==> src/rtl/avg_sched_pkg.sv <==
// Shared helpers for the averaging scheduler: accumulator widths and
// the round-robin successor used by the channel arbiters.
package avg_sched_pkg;

   // Block sum must hold 2^avg_w full-scale samples without overflow.
   function automatic int sum_width(input int data_w, input int avg_w);
      return data_w + avg_w;
   endfunction

   // Moving average carries extra fractional headroom for the decay term.
   function automatic int ave_width(input int data_w, input int avg_w, input int mavg_w);
      return data_w + avg_w + mavg_w;
   endfunction

   // Next index in a round-robin ring of n entries.
   function automatic int rr_next(input int idx, input int n);
      return (idx >= n - 1) ? 0 : idx + 1;
   endfunction

endpackage

==> src/rtl/rr_arbiter.sv <==
// Round-robin arbiter: one grant per cycle, search starts just after the
// previously granted channel. clear parks the pointer so channel 0 is next.
module rr_arbiter
   import avg_sched_pkg::*;
#(
   parameter int NUM_CH   = 4,
   parameter int CH_WIDTH = 2
) (
   input  logic                clk,
   input  logic                reset_n,
   input  logic                clear,
   input  logic [NUM_CH-1:0]   pend_i,
   output logic                grant_valid_o,
   output logic [CH_WIDTH-1:0] grant_idx_o
);

   logic [CH_WIDTH-1:0] last_grant_q;
   logic [CH_WIDTH-1:0] last_grant_d;
   logic [CH_WIDTH-1:0] cand;

   // Walk the ring once from last_grant+1 and take the first pending channel.
   always_comb begin
      grant_valid_o = 1'b0;
      grant_idx_o   = '0;
      cand          = last_grant_q;
      for (int i = 0; i < NUM_CH; i++) begin
         cand = CH_WIDTH'(rr_next(int'(cand), NUM_CH));
         if (!grant_valid_o && pend_i[cand]) begin
            grant_valid_o = 1'b1;
            grant_idx_o   = cand;
         end
      end
   end

   // Pointer follows each grant; clear takes precedence over a same-cycle grant.
   always_comb begin
      last_grant_d = last_grant_q;
      if (clear)
         last_grant_d = CH_WIDTH'(NUM_CH - 1);
      else if (grant_valid_o)
         last_grant_d = grant_idx_o;
   end

   // Pointer register.
   always_ff @(posedge clk) begin
      if (!reset_n)
         last_grant_q <= CH_WIDTH'(NUM_CH - 1);
      else
         last_grant_q <= last_grant_d;
   end

endmodule

==> src/rtl/avg_channel_scheduler.sv <==
// Shared block-average + moving-average engine time-multiplexed across
// NUM_CH sample streams. One-deep hold register per channel, round-robin
// grant into per-channel accumulator arrays, tagged output stream.
module avg_channel_scheduler
   import avg_sched_pkg::*;
#(
   parameter int NUM_CH               = 4,
   parameter int CH_WIDTH             = 2,
   parameter int DATA_WIDTH           = 10,
   parameter int AVERAGE_WIDTH        = 9,
   parameter int MOVING_AVERAGE_WIDTH = 2
) (
   input  logic                         clk,
   input  logic                         reset_n,
   input  logic                         clear,
   input  logic [NUM_CH*DATA_WIDTH-1:0] in_data,
   input  logic [NUM_CH-1:0]            in_valid,
   output logic signed [DATA_WIDTH-1:0] out_data,
   output logic [CH_WIDTH-1:0]          out_ch,
   output logic                         out_valid,
   output logic [NUM_CH-1:0]            ovf,
   input  logic                         ovf_clr
);

   localparam int SW = sum_width(DATA_WIDTH, AVERAGE_WIDTH);
   localparam int AW = ave_width(DATA_WIDTH, AVERAGE_WIDTH, MOVING_AVERAGE_WIDTH);

   logic signed [DATA_WIDTH-1:0]    hold_q [NUM_CH];
   logic signed [DATA_WIDTH-1:0]    hold_d [NUM_CH];
   logic [NUM_CH-1:0]               pend_q, pend_d;
   logic [AVERAGE_WIDTH-1:0]        cnt_q  [NUM_CH];
   logic [AVERAGE_WIDTH-1:0]        cnt_d  [NUM_CH];
   logic signed [SW-1:0]            sum_q  [NUM_CH];
   logic signed [SW-1:0]            sum_d  [NUM_CH];
   logic signed [AW-1:0]            ave_q  [NUM_CH];
   logic signed [AW-1:0]            ave_d  [NUM_CH];
   logic [NUM_CH-1:0]               ovf_q, ovf_d, ovf_set;
   logic signed [DATA_WIDTH-1:0]    out_data_q, out_data_d;
   logic [CH_WIDTH-1:0]             out_ch_q, out_ch_d;
   logic                            out_valid_q, out_valid_d;

   logic                            grant_valid;
   logic [CH_WIDTH-1:0]             grant_idx;
   logic [NUM_CH-1:0]               grant_oh;

   logic signed [DATA_WIDTH-1:0]    hold_g;
   logic signed [SW-1:0]            s_ext, blk_sum, blk_sh;
   logic signed [AW-1:0]            blk_ext, ave_g, ave_new;

   rr_arbiter #(
      .NUM_CH   (NUM_CH),
      .CH_WIDTH (CH_WIDTH)
   ) u_arb (
      .clk           (clk),
      .reset_n       (reset_n),
      .clear         (clear),
      .pend_i        (pend_q),
      .grant_valid_o (grant_valid),
      .grant_idx_o   (grant_idx)
   );

   assign grant_oh = grant_valid ? (NUM_CH'(1) << grant_idx) : '0;

   // Engine datapath for the granted channel; every term kept signed so shifts floor.
   assign hold_g  = hold_q[grant_idx];
   assign s_ext   = {{AVERAGE_WIDTH{hold_g[DATA_WIDTH-1]}}, hold_g};
   assign blk_sum = sum_q[grant_idx] + s_ext;
   assign blk_sh  = blk_sum >>> AVERAGE_WIDTH;
   assign blk_ext = {{MOVING_AVERAGE_WIDTH{blk_sh[SW-1]}}, blk_sh};
   assign ave_g   = ave_q[grant_idx];
   assign ave_new = ave_g - (ave_g >>> MOVING_AVERAGE_WIDTH) + blk_ext;

   // Capture/overrun per channel, accumulate the granted sample, then apply clear.
   always_comb begin
      hold_d      = hold_q;
      pend_d      = pend_q;
      cnt_d       = cnt_q;
      sum_d       = sum_q;
      ave_d       = ave_q;
      ovf_set     = '0;
      out_data_d  = out_data_q;
      out_ch_d    = out_ch_q;
      out_valid_d = 1'b0;

      for (int k = 0; k < NUM_CH; k++) begin
         if (in_valid[k] && (!pend_q[k] || grant_oh[k])) begin
            hold_d[k] = in_data[k*DATA_WIDTH +: DATA_WIDTH];
            pend_d[k] = 1'b1;
         end else if (grant_oh[k]) begin
            pend_d[k] = 1'b0;
         end else if (in_valid[k]) begin
            ovf_set[k] = 1'b1;
         end
      end

      if (grant_valid) begin
         if (cnt_q[grant_idx] != {AVERAGE_WIDTH{1'b1}}) begin
            cnt_d[grant_idx] = cnt_q[grant_idx] + AVERAGE_WIDTH'(1);
            sum_d[grant_idx] = blk_sum;
         end else begin
            cnt_d[grant_idx] = '0;
            sum_d[grant_idx] = '0;
            ave_d[grant_idx] = ave_new;
            out_data_d       = DATA_WIDTH'(ave_new >>> MOVING_AVERAGE_WIDTH);
            out_ch_d         = grant_idx;
            out_valid_d      = 1'b1;
         end
      end

      // clear wipes channel state and drops any same-cycle grant or capture.
      if (clear) begin
         for (int k = 0; k < NUM_CH; k++) begin
            hold_d[k] = '0;
            cnt_d[k]  = '0;
            sum_d[k]  = '0;
            ave_d[k]  = '0;
         end
         pend_d      = '0;
         ovf_set     = '0;
         out_data_d  = '0;
         out_ch_d    = '0;
         out_valid_d = 1'b0;
      end

      ovf_d = (ovf_clr ? '0 : ovf_q) | ovf_set;
   end

   // State registers with synchronous active-low reset.
   always_ff @(posedge clk) begin
      if (!reset_n) begin
         hold_q      <= '{default: '0};
         pend_q      <= '0;
         cnt_q       <= '{default: '0};
         sum_q       <= '{default: '0};
         ave_q       <= '{default: '0};
         ovf_q       <= '0;
         out_data_q  <= '0;
         out_ch_q    <= '0;
         out_valid_q <= 1'b0;
      end else begin
         hold_q      <= hold_d;
         pend_q      <= pend_d;
         cnt_q       <= cnt_d;
         sum_q       <= sum_d;
         ave_q       <= ave_d;
         ovf_q       <= ovf_d;
         out_data_q  <= out_data_d;
         out_ch_q    <= out_ch_d;
         out_valid_q <= out_valid_d;
      end
   end

   assign out_data  = out_data_q;
   assign out_ch    = out_ch_q;
   assign out_valid = out_valid_q;
   assign ovf       = ovf_q;

endmodule

==> config.mk <==
export PLATFORM = sky130hd
export DESIGN_NAME = avg_channel_scheduler
export DESIGN_NICKNAME = d
export VERILOG_FILES = /design/src/rtl/avg_sched_pkg.sv /design/src/rtl/rr_arbiter.sv /design/src/rtl/avg_channel_scheduler.sv
export SDC_FILE = /design/constraint.sdc
export NUM_CORES = 1
export LEC_CHECK = 0
export CAP_MARGIN = 10
export CORE_AREA = 8 8 166 230
export DETAILED_ROUTE_END_ITERATION = 6
export DIE_AREA = 0 0 174 238
export GPL_TIMING_DRIVEN = 0
export PLACE_DENSITY = 0.63
export SLEW_MARGIN = 20
export SYNTH_ARGS = -nofsm -noshare
export SYNTH_HDL_FRONTEND = slang
export SYNTH_SLANG_ARGS = --single-unit
==> constraint.sdc <==
create_clock -name clk -period 16.15 [get_ports clk]
set_input_delay 3.23 -clock clk [delete_from_list [all_inputs] [get_ports clk]]
set_output_delay 3.23 -clock clk [all_outputs]
set_load 0.1 [all_outputs]
After elaboration in Yosys (flattened, before gate mapping). Index checks and enable logic that the tools add are counted.

Order comparisons: 10. Add/sub/neg operators: 8. Shifts and indexed selects: 1. Bitwise operators: 9. Reductions and logical operators: 26. Multiplexer cells: 67. Equality and inequality tests: 1.

Operator list (number): bitwise mux 84 bit (1); bitwise AND 76 bit (1); bitwise mux 76 bit (1); two-way mux 76 bit (1); inverter 76 bit (1); two-way mux 21 bit (3); two-way mux 19 bit (3); binary-select mux 21 bit (select 2 bit) (1); demux 21 bit (select 2 bit) (1); binary-select mux 19 bit (select 2 bit) (1); demux 19 bit (select 2 bit) (1); bitwise AND 36 bit (1); bitwise mux 36 bit (1); two-way mux 36 bit (1); inverter 36 bit (1); two-way mux 1 bit (29); two-way mux 9 bit (3); adder 21 x 10 -> 21 bit (1); subtractor 21 x 19 -> 21 bit (1); binary-select mux 10 bit (select 2 bit) (1); two-way mux 10 bit (2); adder 19 x 10 -> 19 bit (1); binary-select mux 9 bit (select 2 bit) (1); demux 9 bit (select 2 bit) (1); other kinds (21) (63).

Logic and storage cells: 147. Output and inout bits: 17. Input bits: 48. Register bits after elaboration: 259.

Longest topological paths before layout. Gate-level depths: netlist of run 1.

Depth in word-level cells: 22. Mapped depth: 32. Mapped depth without buffers: 28.

Hierarchy. From an unflattened synthesis of run 1, not the netlist that was laid out.

Cells, all modules: 1456. Area total of the unflattened synthesis: 13003.7 µm².

By module, submodules not included: avg_channel_scheduler (area an instance 12844.8 µm², times used 1, cells an instance 1436, seq. area each 5144.9 µm²); rr_arbiter (area an instance 158.9 µm², times used 1, cells an instance 20, seq. area each 40.0 µm²).

Least setup slack after synthesis of run 1. OpenSTA, ideal clock, no wires.

Kind: register -> register. Start: reg u_arb.last_grant_q[0]. End: reg ave_q[40] in the netlist's numbering. Period minus slack after synthesis: 6.932 ns. Library setup time: 0.134 ns. Required time: 16.016 ns. Stages on the path, launching flop included: 33. Arrival time: 6.799 ns. Buffers on the path: 5. Path slack: 9.218 ns. Path through: dfxtp_1 ha_1 nor2b_1 a31o_1 nor3_4 buf_6 buf_4 buf_4 buf_2 buf_2 nor2_1 a21oi_1 ha_1 inv_1 fa_1 nor2b_1 o31a_1 o2111ai_1 a21oi_1 nor3_1 o21bai_1 xor2_1 inv_1 fa_1 ha_1 a21oi_1 o21ai_0 a32oi_1 nor3_1 o31ai_1 a21oi_1 xnor2_1 a211oi_1.

Word-level cells in the longest chain between the ends: 21. Elaborated cells between the ends (all ways): 59. Those cells by class: add/sub (7); order compare (6); eq/ne (1); mux (35); bitwise (2); reduce/logical (8).

RTL lines: start: declaration (line rr_arbiter.sv:17) `logic [CH_WIDTH-1:0] last_grant_q;`; start signal: assignment (line rr_arbiter.sv:47) `last_grant_q <= CH_WIDTH'(NUM_CH - 1);`; start signal: assignment (line rr_arbiter.sv:49) `last_grant_q <= last_grant_d;`; adder 2 x 1 -> 2 bit or greater-or-equal comparator 2 bit (tied branches) (line avg_sched_pkg.sv:17) `return (idx >= n - 1) ? 0 : idx + 1;`; two-way mux 2 bit (*) (line avg_sched_pkg.sv:17); branches (longest 19 deep; another with adder 2 x 1 -> 2 bit); end signal: assignment (line avg_channel_scheduler.sv:145) `ave_q <= ave_d;`; end: declaration (line avg_channel_scheduler.sv:35) `logic signed [AW-1:0] ave_q [NUM_CH];`.

Mark *: on every way between the ends. The select of a mux whose other input is x is not followed. A chain may end at the register's enable or synchronous reset.

Worst setup path in the final report of run 1.
Start: reg u_arb.last_grant_q[0]. End: reg ave_q[61] in the netlist's numbering.

The elaborated chain is that of the path after synthesis.

==> impl_summary.log, run 1 <==
INFO  metric die_h = 238 um
INFO  metric clockBufferDepth = 3
INFO  metric post_synth_mux_area_share = 12.27%
INFO  metric timing.final.crit_share = 58.76%
INFO  metric postCtsResizedCells = 0
INFO  metric hold-worst-slack = 454.0 ps
INFO  metric grt_antenna_before_repair = 0
INFO  metric timing_hold_violations_final = 0
INFO  metric synth_most_common_cell = sky130_fd_sc_hd__nand2_1
INFO  metric worstPathMaxFanout = 12
INFO  metric synth_simple_gate_area_share = 19.35%
INFO  metric initial_utilization = 39.42%
INFO  metric dr.pass1.iters = 7
INFO  metric yosys_warnings = 0
INFO  metric fp.dieW = 174 um
INFO  metric postSynthNetCount = 1760
INFO  metric hp-start = sum_q[21]
INFO  metric clock-root-buffer = sky130_fd_sc_hd__clkbuf_16
INFO  metric critPathSlowestCell = sky130_fd_sc_hd__fa_1
INFO  metric final_nets = 1853
INFO  metric violations = DRC
INFO  metric synthXorXnorAreaFrac = 2.051%
INFO  metric timing_worst_setup_path_type = flop to flop
INFO  metric ranking_of_synthesized_cells_by_area = sky130_fd_sc_hd__dfxtp_1 (38%), sky130_fd_sc_hd__nand2_1 (8.4%), sky130_fd_sc_hd__mux2i_1 (7.8%)
INFO  metric timing.final.setup_violations = 0
INFO  metric cts_sinks = 259
INFO  metric regToRegEndpoint = ave_q[61]
INFO  metric yosys_register_bits = 259
INFO  metric drt_first_iter_violations = 916
INFO  metric cpLargestDelayFamily = compound AO/OA/AOI/OAI gates
INFO  metric p_per_area = 107.5 nW/um^2
INFO  metric power.static_leakage = 6.010 nW
INFO  metric crit_path_start_kind = flop
INFO  metric ctsHtreeMaxLevel = 1
INFO  metric clock_power_share = 37.7%
INFO  metric library_cell_appearing_most_often_on_the_critical_path = sky130_fd_sc_hd__a21oi_1
INFO  metric place.gp.congestion = 0.9379
INFO  metric design.core.area = 34660 um^2
INFO  metric hold-path-cell-count = 2
INFO  metric dp_hpwl = 33250 um
INFO  metric worstPathBufferInverterCount = 7
INFO  metric yosysSeqAreaShare = 37.95%
INFO  metric globalRoute.totalOverflow = 0
INFO  metric synth_top_area_cell = sky130_fd_sc_hd__dfxtp_1
INFO  metric antenna-diode-count = 0
INFO  metric power.share.sequential = 38.5%
INFO  metric synth-compound-area-share = 17.04%
INFO  metric grt_util_all_layers = 20.95%
INFO  metric dr_vias = 12347
INFO  metric wl_per_cell = 20.19 um
INFO  metric synth_top_family_by_area = simple AND/OR/NAND/NOR gates
INFO  metric synth_adder_area_share = 7.014%
INFO  metric timing.critical_path.slowest_cell_delay = 610 ps
INFO  metric grt_pass1_wl = 69320 um
INFO  metric run_status = finished with violations
INFO  metric slew-limit-headroom = 22.60%
INFO  metric tightestPinTransition = 1153 ps
INFO  metric final-max-slew-violation-count = 0
INFO  metric wirelength = 44760 um
INFO  metric worst-r2r-setup-slack = 6660 ps
INFO  metric sw_frac_of_total = 32.03%
INFO  metric drt_drc_violations_left = 1
INFO  metric syn_area = 13660 um^2
INFO  metric synthDominantCellAreaShare = 37.95%
INFO  metric cts-hold-fix-buffers = 0
INFO  metric layout_min_cycle_time = 9490 ps
INFO  metric r2r-start = u_arb.last_grant_q[0]
INFO  metric cts.repair_timing.setup_buffer_count = 0
INFO  metric rows = 81
INFO  metric combinationalPowerShare = 23.8%
INFO  metric tightest_hold_check_type = flop to flop
INFO  metric power.switching = 0.5429 mW
INFO  metric netlist-cell-type-count = 64
INFO  metric num_io_pins = 65
INFO  metric syn-mean-instance-area = 8.291 um^2
INFO  metric floorplan.die_area = 41410 um^2
INFO  metric areaGrowthSynthToFinish = 15.42%
INFO  metric timing.reg2reg.worst_path_depth = 32
INFO  metric drive_gt1_share = 8.291%
INFO  metric timing.clock.skew = 26.66 ps
INFO  metric post_synthesis_cells = 1648
INFO  metric numCtsBuffers = 27
INFO  metric clock.fmax = 105.4 MHz
INFO  metric rsz0062_at_grt = false
INFO  metric clkTransAtPathRegs = 60 ps
INFO  metric irDropWorstVdd = 0.07605 mV
INFO  metric synth_top_flop_cell = sky130_fd_sc_hd__dfxtp_1
INFO  metric fin_tns_setup = 0 ps
INFO  metric postRouteAntennaNets = 0
INFO  metric grt_max_degree = 14
INFO  metric cp_data_required_time = 16540 ps
INFO  metric timing.critical_path.arrival = 9880 ps
INFO  metric setup.worst_path.end_class = flop
INFO  metric clk_latency = 570 ps
INFO  metric synthArstFlopShare = 0%
INFO  metric worst_hold_path.endpoint = sum_q[21]
INFO  metric p_int = 1.152 mW
INFO  metric first_global_vias = 12282
INFO  metric cts_tree = done
INFO  metric port-buffer-count = 64
INFO  metric synth_enable_flop_cells = 0
INFO  metric maxCapViolCount = 0
INFO  metric post_synth_most_frequent_cells = sky130_fd_sc_hd__nand2_1 (304), sky130_fd_sc_hd__dfxtp_1 (259), sky130_fd_sc_hd__a21oi_1 (209)
INFO  metric detail_route.vias_per_cell = 5.569
## flip-flops by register name (all words and copies together), names as in the netlist
| name | cells |
|---|---|
| sum_q | 76 |
| out_data | 10 |
| pend_q | 4 |
| cnt_q | 36 |
| u_arb.last_grant_q | 2 |
| ave_q | 84 |
| ovf | 4 |
| out_ch | 2 |
| out_valid | 1 |
| hold_q | 40 |
## metrics by stage
| stage | cells | setup slack (ps) | power (mW) | instance area [um^2] | utilization, % |
|---|---|---|---|---|---|
| floorplan | 1648 | 9218 | 0.9399 | 13660 | - |
| global placement | 2168 | 6856 | 1.060 | 14880 | 42.92 |
| detailed placement | 2168 | 6831 | 1.064 | 14880 | 42.92 |
| CTS | 2217 | 6794 | 1.695 | 15770 | 45.49 |
| global route | 2217 | 6119 | 1.761 | 15770 | 45.50 |
| finish | 2217 | 6660 | 1.695 | 15770 | 45.50 |
## layout by cell type, fill, tap and decap left out, types with 26 or more instances in the layout
cell	netlist	layout
sky130_fd_sc_hd__ha_1	43	43
sky130_fd_sc_hd__clkdlybuf4s50_1	0	64
sky130_fd_sc_hd__dfxtp_1	259	259
sky130_fd_sc_hd__inv_1	38	38
sky130_fd_sc_hd__buf_2	29	29
sky130_fd_sc_hd__clkbuf_1	67	74
sky130_fd_sc_hd__mux2_2	52	52
sky130_fd_sc_hd__nand2_1	304	304
sky130_fd_sc_hd__nand3_1	58	58
sky130_fd_sc_hd__o21ai_0	42	42
sky130_fd_sc_hd__nor2_1	131	131
sky130_fd_sc_hd__mux2i_1	106	105
sky130_fd_sc_hd__clkbuf_16	0	27
sky130_fd_sc_hd__a21oi_1	209	209
sky130_fd_sc_hd__a22oi_1	26	26
## power groups by stage
stage	logic, mW	registers, mW	clock network [mW]
floorplan	0.273	0.667	0
global placement	0.393	0.667	0
detailed placement	0.397	0.667	0
CTS	0.399	0.653	0.643
global route	0.438	0.654	0.669
finish	0.403	0.653	0.638
## final cells by class
type / instances / area [um^2]
timing repair buffer: 64 / 640.6
buffer: 105 / 449.2
inverter: 38 / 142.6
fill: 3460 / 18890
sequential: 259 / 5185
tap: 456 / 570.5
multi-input combinational: 1246 / 7891
clock buffer: 40 / 784.5
clock inverter: 9 / 107.6
## how the worst max path moves through the flow
stage / from / end / cells after the start
2_1_floorplan: u_arb.last_grant_q[0] / ave_q[40] / 32
3_3_place_gp: u_arb.last_grant_q[0] / ave_q[20] / 31
3_5_place_dp: u_arb.last_grant_q[0] / ave_q[20] / 31
4_1_cts: u_arb.last_grant_q[0] / ave_q[20] / 31
5_1_grt: u_arb.last_grant_q[0] / ave_q[83] / 31
6_report: u_arb.last_grant_q[0] / ave_q[61] / 32
## kinds of logic (layout without fill, tap and decap cells)
family | count (synthesis) | count (layout)
AOI/OAI and AO/OA | 390 | 390
xor gates and xnor gates | 32 | 32
adders and majority gates | 64 | 64
buffers and inverters | 143 | 256
DFF | 259 | 259
muxes | 160 | 160
and+or+nand+nor | 600 | 600
## routing by layer
layer | GRT usage, % | wire length, um | up-vias | share of wire, %
met1 | 23.14 | 17480 | 5910 | 39
met4 | 11.69 | 2290 | 0 | 5.1
met2 | 38.43 | 22690 | 390 | 51
met3 | 2.483 | 2292 | 118 | 5.1
met5 | 0 | 0 | - | 0
li1 | - | - | 5929 | -
## tightest hold or removal path: stages, from the launching register on
cell and delay (ps):
sky130_fd_sc_hd__dfxtp_1 310, sky130_fd_sc_hd__nand2_1 50, sky130_fd_sc_hd__a21oi_1 50
(Power assumes the default switching activity.)
==> run 2, diff against run 1 <==
- PLACE_DENSITY: 0.63 -> 0.65
- clock period: 16.15 -> 8.73 ns (I/O delays scaled with it)
==> impl_summary.log, run 2 (synthesized netlist as in run 1, its figures left out) <==
INFO  metric tightestPinTransition = 1143 ps (was 1153 ps)
INFO  metric post-layout-total-power = 3.178 mW (was 1.695 mW)
INFO  metric power.switching = 1.003 mW (was 0.5429 mW)
INFO  metric clock-root-buffer = sky130_fd_sc_hd__clkbuf_16 (unchanged)
INFO  metric fp.dieW = 174 um (unchanged)
INFO  metric timing.final.crit_share = 95.33% (was 58.76%)
INFO  metric drive_gt1_share = 9.024% (was 8.291%)
INFO  metric sw_frac_of_total = 31.58% (was 32.03%)
INFO  metric post-route-worst-setup-slack = 408.1 ps (was 6660 ps)
INFO  metric timing_worst_setup_path_type = flop to flop (unchanged)
INFO  metric layout_commonest_cell = sky130_fd_sc_hd__nand2_1 (unchanged)
INFO  metric timing.critical_path.slowest_cell_delay = 600 ps (was 610 ps)
INFO  metric grt_max_degree = 20 (was 14)
INFO  metric globalRoute.totalOverflow = 0 (unchanged)
INFO  metric cts_tree = done (unchanged)
INFO  metric grt_pass1_wl = 68680 um (was 69320 um)
INFO  metric slew-limit-headroom = 23.19% (was 22.60%)
INFO  metric num_io_pins = 65 (unchanged)
INFO  metric die_h = 238 um (unchanged)
INFO  metric cpLargestDelayFamily = compound AO/OA/AOI/OAI gates (unchanged)
INFO  metric run_status = finished, final reports clean (was finished with violations)
INFO  metric rows = 81 (unchanged)
INFO  metric post-route-cell-area = 15900 um^2 (was 15770 um^2)
INFO  metric mostFrequentLayoutCells = sky130_fd_sc_hd__nand2_1 (304), sky130_fd_sc_hd__dfxtp_1 (259), sky130_fd_sc_hd__a21oi_1 (208) (was sky130_fd_sc_hd__nand2_1 (304), sky130_fd_sc_hd__dfxtp_1 (259), sky130_fd_sc_hd__a21oi_1 (209))
INFO  metric post-route-util = 45.87% (was 45.50%)
INFO  metric placedInstanceArea = 14880 um^2 (unchanged)
INFO  metric areaGrowthSynthToFinish = 16.36% (was 15.42%)
INFO  metric fin_tns_setup = 0 ps (unchanged)
INFO  metric wl_per_cell = 20.16 um (was 20.19 um)
INFO  metric combinationalPowerShare = 23.9% (was 23.8%)
INFO  metric drt_drc_violations_left = 0 (was 1)
INFO  metric irDropWorstVdd = 0.1439 mV (was 0.07605 mV)
INFO  metric p_per_area = 199.9 nW/um^2 (was 107.5 nW/um^2)
INFO  metric ctsHtreeMaxLevel = 1 (unchanged)
INFO  metric final-max-slew-violation-count = 0 (unchanged)
INFO  metric wirelength = 44720 um (was 44760 um)
INFO  metric first_global_vias = 12182 (was 12282)
INFO  metric grt_antenna_before_repair = 0 (unchanged)
INFO  metric reg.largest.list = ave_q x84, sum_q x76, hold_q x40 (unchanged)
INFO  metric dp_hpwl = 33150 um (was 33250 um)
INFO  metric registers.top_by_ff_count = ave_q (unchanged)
INFO  metric largest_register_ff_count = 84 (unchanged)
INFO  metric detail_route.vias_per_cell = 5.607 (was 5.569)
INFO  metric timing.critical_path.arrival = 8720 ps (was 9880 ps)
INFO  metric place.gp.congestion = 0.9523 (was 0.9379)
INFO  metric crit_path_start_kind = flop (unchanged)
INFO  metric hold-worst-slack = 454.1 ps (was 454.0 ps)
INFO  metric dr.pass1.iters = 7 (unchanged)
INFO  metric place_ws = -689.7 ps (was 6831 ps)
INFO  metric maxCapViolCount = 0 (unchanged)
INFO  metric worst-r2r-setup-slack = 410 ps (was 6660 ps)
INFO  metric initial_utilization = 39.42% (unchanged)
INFO  metric clock.fmax = 120.2 MHz (was 105.4 MHz)
INFO  metric final_nets = 1856 (was 1853)
INFO  metric grt_util_all_layers = 20.77% (was 20.95%)
INFO  metric timing.final.setup_violations = 0 (unchanged)
INFO  metric cts_sinks = 259 (unchanged)
INFO  metric timing_hold_violations_final = 0 (unchanged)
INFO  metric port-buffer-count = 64 (unchanged)
INFO  metric cp_data_required_time = 9120 ps (was 16540 ps)
INFO  metric clk_latency = 550 ps (was 570 ps)
INFO  metric critPathSlowestCell = sky130_fd_sc_hd__xnor2_1 (was sky130_fd_sc_hd__fa_1)
INFO  metric numCtsBuffers = 26 (was 27)
INFO  metric floorplan.die_area = 41410 um^2 (unchanged)
INFO  metric clockBufferDepth = 3 (unchanged)
INFO  metric layout_min_cycle_time = 8322 ps (was 9490 ps)
INFO  metric post_layout_nonfiller_instances = 2218 (was 2217)
INFO  metric placed_cells = 2168 (unchanged)
INFO  metric power.share.sequential = 38.0% (was 38.5%)
INFO  metric drt_first_iter_violations = 865 (was 916)
INFO  metric clkTransAtPathRegs = 70 ps (was 60 ps)
INFO  metric rsz0062_at_grt = false (unchanged)
INFO  metric timing.clock.skew = 21.94 ps (was 26.66 ps)
INFO  metric postRouteAntennaNets = 0 (unchanged)
INFO  metric antenna-diode-count = 0 (unchanged)
INFO  metric dr_vias = 12437 (was 12347)
INFO  metric worstPathBufferInverterCount = 5 (was 7)
INFO  metric power.static_leakage = 6.055 nW (was 6.010 nW)
INFO  metric design.core.area = 34660 um^2 (unchanged)
INFO  metric worstPathMaxFanout = 10 (was 12)
INFO  metric p_int = 2.174 mW (was 1.152 mW)
INFO  metric tightest_hold_check_type = flop to flop (unchanged)
INFO  metric clock_power_share = 38.1% (was 37.7%)
INFO  metric setup.worst_path.end_class = flop (unchanged)
## run 2: path summary, 6_finish.rpt
kind | start | cells after the start | end
max | u_arb.last_grant_q[0] | 30 | ave_q[20]
min | sum_q[46] | 2 | sum_q[46]
min reg2reg | sum_q[46] | 2 | sum_q[46]
max reg2reg | u_arb.last_grant_q[0] | 30 | ave_q[20]
## run 2: power groups by stage
stage	registers, mW	clock network [mW]	logic, mW
after floorplan	1.23	0	0.505
after global placement	1.23	0	0.725
after detailed placement	1.23	0	0.732
after CTS	1.21	1.22	0.746
after global routing	1.21	1.27	0.818
final	1.21	1.21	0.758
## run 2: final cells by class
cell class	instances	area [um^2]
Clock buffer	34	742.0
Multi-Input combinational cell	1246	7934
Inverter	38	146.4
Tap cell	456	570.5
Sequential cell	259	5185
Clock inverter	12	172.7
Buffer	104	459.2
Fill cell	3449	18760
Timing Repair Buffer	69	690.7
## run 2: worst min-delay path, stage by stage, from the launching register on
cell and delay, ps:
sky130_fd_sc_hd__dfxtp_1 310, sky130_fd_sc_hd__nand2_1 50, sky130_fd_sc_hd__a21oi_1 50
## run 2: timing repair
action | CTS | global route
pin swaps | 1 | 0
endpoints found under the setup margin | 41 | 26
resized for setup | 6 | 10
hold buffers | 0 | 0
buffers inserted | 4 | 1
## run 2: routing by layer
layer  vias to the layer above  GRT usage, %  share of wire [%]
li1                       5937             -                  -
met1                      5974         22.51                 39
met2                       399         38.64                 51
met3                       127         2.721                5.4
met4                         0         11.11                5.1
met5                         -             0                  0
==> patch, RTL diff (settings of run 2) <==
`out_data_q` no longer has a reset.
--- a/src/rtl/avg_channel_scheduler.sv
+++ b/src/rtl/avg_channel_scheduler.sv
@@ -136,3 +136,2 @@
          ovf_q       <= '0;
-         out_data_q  <= '0;
          out_ch_q    <= '0;
@@ -146,3 +145,2 @@
          ovf_q       <= ovf_d;
-         out_data_q  <= out_data_d;
          out_ch_q    <= out_ch_d;
@@ -150,2 +148,6 @@
       end
+   end
+
+   always_ff @(posedge clk) begin
+      out_data_q <= out_data_d;
    end
Formal check against the unedited RTL: no difference found for any inputs over 4 cycles, from zero or initial values and one cycle with reset_n low; that may be too few to reach the edited logic, so the function may still have changed.
==> patch against run 2 <==
- critical path depth decreased by 3
- synthesized area increased by 0.14%
- total power increased by 1.9%
- synthesized cell count increased by 5.9%
- cell area increased by 0.33%
- setup slack got worse by 0.089 ns
- sequential cell count unchanged
- wire length increased by 7.5%
- critical path type unchanged
==> patch: results (changes against run 2) <==
- The flow ran to the end, and the final reports show no timing, DRC or antenna violations.
- The ratio of cells with drive above 1 in the final layout came to 7.457% (-1.6 points).
- The via count of the first global-routing pass was 13119 (+7.7%).
- The wire length after detailed routing is 48.08 mm (+7.5%).
- The multi-input logic cell count is 1336 (+7.2%).
- The clock buffer count is 39 (+15%).
- The commonest cells after synthesis are 452 x sky130_fd_sc_hd__nand2_1, 259 x sky130_fd_sc_hd__dfxtp_1, 181 x sky130_fd_sc_hd__a21oi_1, 130 x sky130_fd_sc_hd__nor2_1, 76 x sky130_fd_sc_hd__mux2i_1.
- The register area share after synthesis came to 37.89% (-0.052 points).
- In the post-synthesis netlist, the biggest area contributors are sky130_fd_sc_hd__dfxtp_1 38%, sky130_fd_sc_hd__nand2_1 12%, sky130_fd_sc_hd__a21oi_1 6.6%.
- The half-perimeter wire length after placement is 35.80 mm (+8.0%).
- The global-route wire length before repair was 74.15 mm (+8.0%).
- The count of distinct cell types in the synthesized netlist is 66 (+3.1%).
- Among all stages on the critical path, the largest delay is contributed by sky130_fd_sc_hd__fa_1.
- The number of antenna violations at the first check in global routing is 1 (+1).
- The portion of the layout cell area used by non-clock buffers is 7.388% (+0.16 points).
- The iteration-0 DRC count of the detailed router is 908 (+5.0%).
- The setup slack on the worst flop-to-flop path is 0.32 ns (-0.09 ns).
- The worst min-delay path startpoint is ave_q[60].
- The number of cells upsized or downsized after cts was 11 (+5).
- The count of nets after finishing was 1955 (+5.3%).
- The number of ordinary and repair buffers in the finished layout is 181 (+4.6%).
- The standby leakage power is 0.005972 uW (-1.4%).
- The maximum vdd ir drop came to 0.1963 mV (+36%).
- The worst clock skew is 0.01662 ns (-0.005317 ns).
- The number of buffers inserted during clock tree synthesis came to 27 (+3.8%).
- The headroom to the max-slew limit is 30.02% (+6.8 points).
==> patch: cell count changes in the layout (fill, tap and decap cells not counted), sizes merged, moves of 6 or more <==
cell / run 2 / this run
nand2: 304 / 452
mux2: 54 / 24
mux2i: 106 / 76
a21oi: 209 / 181
a31oi: 9 / 37
clkbuf: 103 / 110
buf: 40 / 46
==> patch: kinds of logic after synthesis <==
logic type	after synthesis	share of synthesized area (%)
DFF	259	37.89
AOI/OAI and AO/OA	390	17.34
xor gates and xnor gates	32	2.048
buffers and inverters	150	4.535
and+or+nand+nor	750	23.59
muxes	100	7.590
adders and majority gates	64	7.004
==> patch: per-stage QoR <==
step | area (sq um) | hold slack (ns) | setup WS (ns) | TNS, ns | cells
CTS | 15900 | 0.4549 | 0.08533 | 0 | 2318
detailed placement | 14900 | 0.4467 | -0.8048 | -13.47 | 2265
floorplan | 13680 | 0.4316 | 1.628 | 0 | 1745
global placement | 14890 | 0.4410 | -0.6952 | -10.31 | 2265
global route | 15950 | 0.4681 | -0.01309 | -0.01309 | 2320
finish | 15950 | 0.4539 | 0.3194 | 0 | 2321
==> patch: path summary, 6_finish.rpt <==
path                     to  cells past startpoint
setup reg to reg  ave_q[20]                     27
setup / recovery  ave_q[20]                     27
hold reg to reg   ave_q[60]                      2
hold / removal    ave_q[60]                      2
==> patch: per-layer routing <==
metal	GRT usage, %	routed length (microns)
met1	23.74	17340
met2	41.93	24370
met3	2.784	2731
met4	15.92	3645
met5	0	0
==> patch: report_power, final <==
group | internal (uW) | switching, uW | leakage (uW)
clock network | 738 | 501 | 0.000446
logic | 257 | 531 | 0.00343
registers | 1200 | 10.6 | 0.00209
total | 2190 | 1040 | 0.00597
